`config.mk`:
```
export PLATFORM = sky130hd
export DESIGN_NAME = pwm_duty_slew
export DESIGN_NICKNAME = d
export VERILOG_FILES = /design/src/rtl/pwm_pkg.sv /design/src/rtl/pwm_tick_prescaler.sv /design/src/rtl/pwm_duty_slew.sv
export SDC_FILE = /design/constraint.sdc
export NUM_CORES = 1
export LEC_CHECK = 0
export CAP_MARGIN = 15
export CORE_MARGIN = 1
export CORE_UTILIZATION = 45
export DETAILED_ROUTE_END_ITERATION = 7
export PLACE_DENSITY_LB_ADDON = 0.12
export SYNTH_ARGS = -nofsm -noshare
export SYNTH_HDL_FRONTEND = slang
export SYNTH_HIERARCHICAL = 1
export SYNTH_SLANG_ARGS = --single-unit
```
`constraint.sdc`:
```
create_clock -name PWM_CLK -period 6.6 [get_ports PWM_CLK]
set_input_delay 1.65 -clock PWM_CLK [delete_from_list [all_inputs] [get_ports PWM_CLK]]
set_output_delay 1.65 -clock PWM_CLK [all_outputs]
set_load 0.02 [all_outputs]
```
`src/rtl/pwm_pkg.sv`:
```
// Shared types and helpers for the PWM duty slew limiter and related PWM blocks.
package pwm_pkg;

    // Default duty width, matching the PWM core compare register.
    localparam int PWM_DUTY_W_DFLT = 24;

    // Working width for the step helper. It is wide enough that any duty width
    // up to 63 bits can be zero-extended into it with no overflow on +/- step.
    localparam int PWM_CALC_W = 64;

    typedef enum logic [1:0] {
        IDLE      = 2'd0,
        UPDATE    = 2'd1,
        PUSH      = 2'd2,
        WAIT_TICK = 2'd3
    } pwm_state_e;

    // One saturating step of cur toward tgt. A zero step means jump straight
    // to the target. Working on the magnitude of the difference avoids signed
    // arithmetic; the result never overshoots tgt and never wraps.
    function automatic logic [PWM_CALC_W-1:0] slew_step(
        input logic [PWM_CALC_W-1:0] cur,
        input logic [PWM_CALC_W-1:0] tgt,
        input logic [PWM_CALC_W-1:0] step
    );
        logic [PWM_CALC_W-1:0] mag;
        mag = (tgt >= cur) ? (tgt - cur) : (cur - tgt);
        if ((step == '0) || (mag <= step))
            return tgt;
        else if (tgt > cur)
            return cur + step;
        else
            return cur - step;
    endfunction

endpackage

```
`src/rtl/pwm_tick_prescaler.sv`:
```
// Loadable down-counter used as a tick prescaler. zero_o flags the cycle in
// which the running counter lands on (or already sits at) zero, so a caller
// that loads N-1 and runs the counter sees the flag on the (N-1)th enabled
// cycle and can act on the following edge.
module pwm_tick_prescaler #(
    parameter int C_DIV_WIDTH = 16
) (
    input  logic                   clk_i,
    input  logic                   rst_i,
    input  logic                   load_i,
    input  logic [C_DIV_WIDTH-1:0] load_val_i,
    input  logic                   en_i,
    output logic                   zero_o
);

    logic [C_DIV_WIDTH-1:0] cnt_q;
    logic [C_DIV_WIDTH-1:0] cnt_d;

    // Load has priority over counting; the counter holds at zero.
    always_comb begin
        cnt_d = cnt_q;
        if (load_i)
            cnt_d = load_val_i;
        else if (en_i && (cnt_q != '0))
            cnt_d = cnt_q - C_DIV_WIDTH'(1);
    end

    // Counter register with synchronous reset.
    always_ff @(posedge clk_i) begin
        if (rst_i)
            cnt_q <= '0;
        else
            cnt_q <= cnt_d;
    end

    assign zero_o = (cnt_q <= C_DIV_WIDTH'(1));

endmodule

```
`src/rtl/pwm_duty_slew.sv`:
```
// Duty slew-rate limiter in front of the PWM core duty input. A requested
// target is approached in steps of at most STEP, one step per prescaled tick,
// each intermediate value offered on a DUTY valid/ready handshake.
// Optional build macro PWM_SLEW_CLAMP_EN adds C_DUTY_MAX target clamping and
// the sticky CLAMPED output.
module pwm_duty_slew
    import pwm_pkg::*;
#(
    parameter int C_DUTY_WIDTH = PWM_DUTY_W_DFLT,
    parameter int C_TICK_DIV   = 1024,
    parameter int C_DIV_WIDTH  = 16
`ifdef PWM_SLEW_CLAMP_EN
    ,
    parameter logic [C_DUTY_WIDTH-1:0] C_DUTY_MAX = '1
`endif
) (
    input  logic                    PWM_CLK,
    input  logic                    PWM_RST,
    input  logic [C_DUTY_WIDTH-1:0] TARGET,
    input  logic                    TARGET_VALID,
    output logic                    TARGET_READY,
    input  logic [C_DUTY_WIDTH-1:0] STEP,
    output logic [C_DUTY_WIDTH-1:0] DUTY,
    output logic                    DUTY_VALID,
    input  logic                    DUTY_READY,
    output logic                    BUSY
`ifdef PWM_SLEW_CLAMP_EN
    ,
    output logic                    CLAMPED
`endif
);

    localparam logic [C_DIV_WIDTH-1:0] TICK_RELOAD = C_DIV_WIDTH'(C_TICK_DIV - 1);

    pwm_state_e              state_q,  state_d;
    logic [C_DUTY_WIDTH-1:0] duty_q,   duty_d;
    logic [C_DUTY_WIDTH-1:0] target_q, target_d;
    logic [C_DUTY_WIDTH-1:0] step_q,   step_d;
    logic [C_DUTY_WIDTH-1:0] tgt_in;
    logic                    accept;
    logic                    psc_load;
    logic                    psc_en;
    logic                    psc_zero;

`ifdef PWM_SLEW_CLAMP_EN
    logic clamp_hit;
    logic clamped_q, clamped_d;

    // Over-range requests are latched as the ceiling value.
    assign clamp_hit = (TARGET > C_DUTY_MAX);
    assign tgt_in    = clamp_hit ? C_DUTY_MAX : TARGET;

    // Sticky flag: each accepted target decides whether it stays set.
    always_comb begin
        clamped_d = clamped_q;
        if (accept)
            clamped_d = clamp_hit;
    end

    // Clamp flag register.
    always_ff @(posedge PWM_CLK) begin
        if (PWM_RST)
            clamped_q <= 1'b0;
        else
            clamped_q <= clamped_d;
    end

    assign CLAMPED = clamped_q;
`else
    assign tgt_in = TARGET;
`endif

    // New targets are taken when idle or between ticks (retarget), never
    // while a beat is being offered, and never during reset.
    assign TARGET_READY = !PWM_RST && ((state_q == IDLE) || (state_q == WAIT_TICK));
    assign accept       = TARGET_VALID && TARGET_READY;
    assign psc_en       = (state_q == WAIT_TICK);

    pwm_tick_prescaler #(
        .C_DIV_WIDTH (C_DIV_WIDTH)
    ) u_prescaler (
        .clk_i      (PWM_CLK),
        .rst_i      (PWM_RST),
        .load_i     (psc_load),
        .load_val_i (TICK_RELOAD),
        .en_i       (psc_en),
        .zero_o     (psc_zero)
    );

    // Next-state logic: accept/retarget, step update, beat handshake, tick wait.
    always_comb begin
        state_d  = state_q;
        duty_d   = duty_q;
        target_d = target_q;
        step_d   = step_q;
        psc_load = 1'b0;
        case (state_q)
            IDLE: begin
                if (accept) begin
                    target_d = tgt_in;
                    step_d   = STEP;
                    state_d  = UPDATE;
                end
            end
            UPDATE: begin
                duty_d  = C_DUTY_WIDTH'(slew_step(PWM_CALC_W'(duty_q),
                                                  PWM_CALC_W'(target_q),
                                                  PWM_CALC_W'(step_q)));
                state_d = PUSH;
            end
            PUSH: begin
                if (DUTY_READY) begin
                    if (duty_q == target_q) begin
                        state_d = IDLE;
                    end else begin
                        psc_load = 1'b1;
                        state_d  = WAIT_TICK;
                    end
                end
            end
            WAIT_TICK: begin
                // A retarget wins over a tick landing in the same cycle.
                if (accept) begin
                    target_d = tgt_in;
                    step_d   = STEP;
                    state_d  = UPDATE;
                end else if (psc_zero) begin
                    state_d = UPDATE;
                end
            end
            default: state_d = IDLE;
        endcase
    end

    // State, duty and latched request registers.
    always_ff @(posedge PWM_CLK) begin
        if (PWM_RST) begin
            state_q  <= IDLE;
            duty_q   <= '0;
            target_q <= '0;
            step_q   <= '0;
        end else begin
            state_q  <= state_d;
            duty_q   <= duty_d;
            target_q <= target_d;
            step_q   <= step_d;
        end
    end

    assign DUTY       = duty_q;
    assign DUTY_VALID = (state_q == PUSH);
    assign BUSY       = (state_q != IDLE);

endmodule

```
==> results of run 1 <==
worst register-to-register path: stages, from the launching register on:
cell and delay, ns:
dfxtp_1 0.41, inv_1 0.07, ha_1 0.42, nand4_2 0.17
or4_1 0.53, or4_1 0.58, o311ai_1 0.24, nor2_2 0.24
a21oi_1 0.33, a2bb2oi_2 0.14, o32ai_1 0.31, xnor2_1 0.21
ha_1 0.31, a21o_1 0.18, a21o_1 0.17, a21o_1 0.17
a211o_1 0.29, o2111ai_1 0.12, a31oi_1 0.14, a21oi_1 0.23
buf_4 0.23, nand2_1 0.25, o311a_1 0.39
registers in the layout, indices dropped and copies added, names as in the netlist:
| name | count |
|---|---|
| DUTY | 24 |
| state_q | 2 |
| step_q | 24 |
| target_q | 24 |
| u_prescaler/cnt_q | 16 |
kinds of logic after synthesis:
group	Yosys count
AOI/OAI and AO/OA	362
and+or+nand+nor	313
buffers and inverters	161
adders and majority gates	105
DFF	90
xor gates and xnor gates	70
muxes	9
other	2
per-stage QoR:
| stage | hold slack, ns | utilization [%] | std cells | setup WS, ns |
|---|---|---|---|---|
| floorplan | 0.4743 | - | 1126 | 1.215 |
| global placement | 0.4946 | 51.08 | 1391 | 0.4767 |
| detailed placement | 0.4982 | 51.08 | 1391 | 0.2839 |
| CTS | 0.5110 | 52.69 | 1407 | 0.2361 |
| global route | 0.5417 | 52.76 | 1407 | 0.02970 |
| finish | 0.5120 | 52.78 | 1408 | 0.3689 |
worst max-delay path by stage:
| stage | start | endpoint | cells past startpoint |
|---|---|---|---|
| after floorplan | DUTY[11] | DUTY[17] | 24 |
| after CTS | DUTY[9] | DUTY[17] | 22 |
| final | DUTY[11] | DUTY[17] | 22 |
| after detailed placement | DUTY[9] | DUTY[17] | 22 |
| after global routing | DUTY[10] | DUTY[17] | 22 |
| after global placement | DUTY[9] | DUTY[17] | 22 |
layout by cell type (no fill, tap or decap), drive strengths merged, types with 11 or more instances in the layout:
cell type / count
nand2: 104
conb: 16
dfxtp: 90
o21bai: 13
nor2b: 13
o31a: 12
xnor2: 54
o21ai: 58
buf: 16
ha: 102
a311oi: 16
a211oi: 17
o31ai: 58
a21o: 33
xor2: 16
nor3: 24
inv: 101
nand4: 15
nand3: 31
o21a: 11
clkdlybuf4s50: 77
nor2: 67
a21oi: 74
metal layers:
layer	share of wire [%]	vias up	GRT usage, %
met1	50	3813	40.24
met2	42	264	40.05
li1	-	4139	-
met3	6.8	37	4.410
met5	0	-	0
met4	2.1	0	9.023
layout make-up:
| class | count | area (um^2) | area share (%) |
|---|---|---|---|
| clock buffers | 9 | 225.2 | 2.281 |
| well taps | 234 | 292.8 | 2.966 |
| repair buffers | 93 | 890.9 | 9.024 |
| diodes | 1 | 2.502 | 0.02535 |
| flip-flops and latches | 90 | 1802 | 18.25 |
| multi-input cells | 875 | 6211 | 62.92 |
| clock inverters | 7 | 76.32 | 0.7731 |
| inverters | 99 | 371.6 | 3.764 |
what timing repair did:
action	in CTS	in global routing
hold buffers	0	0
gates resized for setup	0	4
setup endpoints to repair	0	11
==> out/metrics.csv, run 1 <==
stage,metric,value,unit
clocking,# clock sinks,90,
floorplanning,Die Y,140.3,um
synth,top-count cell post-synth,nand2_1,
route,Via density,5.862,
route,DRC Markers,0,
cells_and_area,final net count,1325,
timing,Final setup viols,0,
floorplanning,Placeable Area,18710,um^2
synth,Gate Count Post-Synth,1112,
critical_path,Register-to-Register Path Depth,22,
synth,Synth Register Bits,90,
timing,Tcrit/Tclk final,94.41,%
timing,Clock Skews,0.01166,ns
min_path,type of the most critical hold path,reg -> reg,
critical_path,Critical-path top delay cell,or4_1,
route,per-cell routed wire length,18.53,um
synth,simple logic cell fraction of the synthesized area,17.94,%
floorplanning,I/O Pins,79,
placed_design,global placement routability congestion,0.9661,
timing,RSZ-0062 raised after global routing,false,
critical_path,critical path's top delay family,compound AO/OA/AOI/OAI gates,
synth,commonest cells in the netlist,"103 x nand2_1, 102 x ha_1, 99 x inv_1",
critical_path,reg2reg setup slack,0.37,ns
critical_path,"slowest stage delay, CP",0.57,ns
route,number of nets still failing antenna checks after routing,0,
synth,largest area contributor in the netlist,dfxtp_1,
timing,worst relative slew slack,33.49,%
global_route,largest net degree at the start of global routing,91,
clocking,H-tree lvl count,3,
timing,TNS Setup,0,ns
synth,post-synthesis xor/xnor area fraction,7.128,%
timing,Final Hold Fails,0,
clocking,CTS Buf Count,9,
timing,Final Critical Period,6.231,ns
cells_and_area,Fill cells,1837,
cells_and_area,share of cells above drive strength 1,5.712,%
route,WL final,26090,um
route,DR pass1 iterations,5,
synth,ys flop type,dfxtp_1,
global_route,All-Layer GR Usage,27.33,%
global_route,GRT overflow,0,
placed_design,placed instance area,9554,um^2
synth,mux cell area share after synthesis,1.091,%
route,starting DRC count in detailed routing,633,
global_route,initial antenna violation count,1,
critical_path,nature of the critical path startpoint,register,
placed_design,number of I/O port buffers,78,
placed_design,Final HPWL DP,19950,um
min_path,hold depth,2,
critical_path,critical path class,reg -> reg,
floorplanning,initial core utilization,45.98,%
critical_path,CP Capture Type,register,
synth,Post-synth EDFFs,0,
floorplanning,die width,140.3,um
clocking,CTS tree,yes,
critical_path,"Data arrival, critical path",6.48,ns
synth,Compound-Gate Fraction of Synth Area,29.63,%
critical_path,CP most frequent cell,a21o_1,
job,maxcap violations,0,
timing,FMAX,0.1605,GHz
global_route,vias in the first global route,7843,
synth,Synth Warn #,6,
synth,largest family of logic cells by synthesized area,compound AO/OA/AOI/OAI gates,
critical_path,CP Data Required Time,6.84,ns
timing,Slew @ Worst Pin,0.9966,ns
critical_path,reg2reg start,DUTY[11],
outcome,status,completed,
critical_path,r2r endpoint,DUTY[17],
global_route,first-pass GRT wire length,42300,um
floorplanning,placement row count,50,
synth,"top cells by area, synth","dfxtp_1 21%, ha_1 15%, xnor2_1 5.5%",
clocking,worst-skew pair later-pin latency,0.36,ns
route,via count,8253,
critical_path,Worst Path Buf+Inv,2,
clocking,CTS clock-pin slew for the worst setup and hold paths,0.07,ns
timing,max-slew violations,0,
synth,"Cell Area, Synth",8601,um^2
synth,post-synth cell types,76,
synth,"Avg Cell Area, Syn",7.734,um^2
clocking,Post CTS Setup Buffer Count,0,
cells_and_area,Area Overhead vs Synth,14.78,%
synth,"Seq/Total Area, Yosys",20.95,%
synth,adder-cell share of the synthesized area,15.54,%
critical_path,crit-path max FO,10,
floorplanning,Die ar.,19670,um^2
clocking,Clock Path Buffers,2,
cells_and_area,fin area,9872,um^2
min_path,hold path start,u_prescaler/cnt_q[14],
clocking,CTS root buffer,clkbuf_16,
min_path,hold path endpoint,u_prescaler/cnt_q[14],
critical_path,worst path cell trace,"inv_1, ha_1, nand4_2, or4_1, or4_1, o311ai_1, nor2_2, a21oi_1, a2bb2oi_2, o32ai_1, xnor2_1, ha_1, a21o_1, a21o_1, a21o_1, a211o_1, o2111ai_1, a31oi_1, a21oi_1, buf_4, nand2_1, o311a_1",
synth,top-area cell type share of the netlist area,20.95,%
synth,Async SR Flop Fraction,0,%
Power of run 1 is not shown: default switching activity piles up to over one toggle a cycle in this logic, so the estimate is an artifact.
==> run 2, diff against run 1 <==
==> constraint.sdc (replaced) <==
create_clock -name PWM_CLK -period 6.4 [get_ports PWM_CLK]
set_input_delay 1.6 -clock PWM_CLK [delete_from_list [all_inputs] [get_ports PWM_CLK]]
set_output_delay 1.6 -clock PWM_CLK [all_outputs]
set_load 0.02 [all_outputs]
==> out/metrics.csv, run 2 (synthesized netlist as in run 1, its figures left out) <==
stage,metric,value,unit
outcome,status,completed,
critical_path,CP Data Required Time,6.65,ns
timing,Slew @ Worst Pin,0.9034,ns
timing,RSZ-0062 raised after global routing,false,
cells_and_area,share of cells above drive strength 1,6.097,%
cells_and_area,final net count,1333,
min_path,type of the most critical hold path,reg -> reg,
min_path,hold depth,2,
clocking,hold bufs inserted after CTS,0,
placed_design,number of I/O port buffers,78,
timing,FMAX,0.1638,GHz
critical_path,worst path cell trace,"inv_1, ha_1, nand4_2, or4_1, or4_1, o311ai_1, nor2_1, buf_4, nor2_1, a2bb2oi_1, xnor2_1, ha_1, and3_1, nand4_1, nor4_1, a21boi_0, o21ai_0, a31oi_1, a21o_1, buf_4, nor3_1, o31a_1",
route,via count,8147,
route,per-cell routed wire length,18.64,um
cells_and_area,register area,1803,um^2
global_route,GRT overflow,0,
clocking,CTS tree,yes,
global_route,initial antenna violation count,1,
floorplanning,die width,140.3,um
floorplanning,I/O Pins,79,
clocking,Clock Path Buffers,2,
critical_path,crit-path max FO,11,
floorplanning,Die Y,140.3,um
job,maxcap violations,0,
floorplanning,Placeable Area,18710,um^2
critical_path,"Data arrival, critical path",6.35,ns
timing,final worst-path setup slack,0.2954,ns
critical_path,Register-to-Register Path Depth,22,
clocking,H-tree lvl count,3,
critical_path,CP Capture Type,register,
clocking,CTS clock-pin slew for the worst setup and hold paths,0.07,ns
clocking,worst-skew pair later-pin latency,0.36,ns
cells_and_area,most frequent cells in the layout,"103 x nand2_1, 102 x ha_1, 99 x inv_1",
timing,Final setup viols,0,
cells_and_area,Area Overhead vs Synth,15.45,%
timing,Clock Skews,0.01130,ns
timing,worst relative slew slack,39.71,%
critical_path,critical path class,reg -> reg,
clocking,CTS Buf Count,9,
route,number of nets still failing antenna checks after routing,0,
clocking,# clock sinks,90,
route,WL final,26370,um
global_route,largest net degree at the start of global routing,63,
placed_design,Place WS,0.3646,ns
floorplanning,placement row count,50,
timing,Tcrit/Tclk final,95.38,%
route,Via density,5.758,
timing,Final Critical Period,6.105,ns
global_route,first-pass GRT wire length,41940,um
critical_path,"slowest stage delay, CP",0.57,ns
cells_and_area,Fill cells,1857,
route,DRC Markers,0,
timing,Final Hold Fails,0,
cells_and_area,area of the multi-input gates,6197,um^2
global_route,All-Layer GR Usage,27.34,%
placed_design,global placement routability congestion,0.9365,
global_route,vias in the first global route,7561,
cells_and_area,"commonest non-fill, non-tap cell in the layout",nand2_1,
route,starting DRC count in detailed routing,620,
clocking,CTS root buffer,clkbuf_16,
route,DR pass1 iterations,5,
critical_path,nature of the critical path startpoint,register,
critical_path,Critical-path top delay cell,or4_1,
floorplanning,initial core utilization,45.98,%
floorplanning,Die ar.,19670,um^2
timing,TNS Setup,0,ns
cells_and_area,Ant. Diodes,0,
timing,max-slew violations,0,
placed_design,Final HPWL DP,20310,um
run 2: cell count changes in the layout (fill, tap and decap cells not counted), sizes merged:
cell	previous run	this run
buf	16	24
clkbuf	9	11
inv	101	100
clkinv	2	3
clkinvlp	2	0
diode	1	0
run 2: cell type report:
type,instances,share of cell area [%]
clock inverter,5,0.6174
timing repair buffer,101,9.577
sequential,90,18.16
inverter,99,3.742
clock buffer,11,2.545
multi-input combinational,875,62.41
tap,234,2.949
run 2: timing repair:
action / in CTS / in global routing
resized for setup: 0 / 1
setup endpoints to repair: 0 / 1
setup buffers: 0 / 0
run 2: final timing paths:
check                                            from                     to  slack (ns)
worst max register to register               DUTY[11]                DUTY[6]        0.30
worst min register to register  u_prescaler/cnt_q[14]  u_prescaler/cnt_q[14]        0.51
worst min-delay path            u_prescaler/cnt_q[14]  u_prescaler/cnt_q[14]        0.51
worst max-delay path                         DUTY[11]                DUTY[6]        0.30
run 2: critical path, delay by kind of cell (launching register included):
| kind | cells | cell delay [ns] |
|---|---|---|
| and+or+nand+nor | 9 | 2.19 |
| AOI/OAI and AO/OA | 7 | 1.99 |
| buffers and inverters | 3 | 0.55 |
| DFF | 1 | 0.41 |
| adders and majority gates | 2 | 0.73 |
| xor gates and xnor gates | 1 | 0.14 |
run 2: per-layer routing:
| layer | GRT usage, % | vias to the layer above | part of all wire, % |
|---|---|---|---|
| met5 | 0 | - | 0 |
| met4 | 7.114 | 0 | 1.7 |
| met3 | 4.889 | 25 | 6.5 |
| met2 | 40.39 | 236 | 41 |
| met1 | 40.41 | 3721 | 51 |
| li1 | - | 4165 | - |
run 2: stage by stage:
| step | instance area, um^2 | instances | utilization (%) | hold WS [ns] |
|---|---|---|---|---|
| 6_report | 9930 | 1415 | 53.08 | 0.5103 |
| 5_1_grt | 9930 | 1415 | 53.08 | 0.5295 |
| 4_1_cts | 9928 | 1415 | 53.08 | 0.5139 |
| 3_5_place_dp | 9614 | 1399 | 51.40 | 0.5037 |
| 3_3_place_gp | 9614 | 1399 | 51.40 | 0.4996 |
| 2_1_floorplan | 8653 | 1126 | - | 0.4743 |
Power of run 2 is left out for the same reason.
==> run 3, diff against run 2 <==
--- a/config.mk
+++ b/config.mk
@@ -8,6 +8,7 @@
 export CAP_MARGIN = 15
 export CORE_MARGIN = 1
 export CORE_UTILIZATION = 45
+export CTS_CLUSTER_DIAMETER = 60
 export DETAILED_ROUTE_END_ITERATION = 7
 export PLACE_DENSITY_LB_ADDON = 0.12
 export SYNTH_ARGS = -nofsm -noshare
==> results of run 3 <==
No change in the layout: final DEF, timing and power equal those of run 2.
Power of run 3 is left out for the same reason.
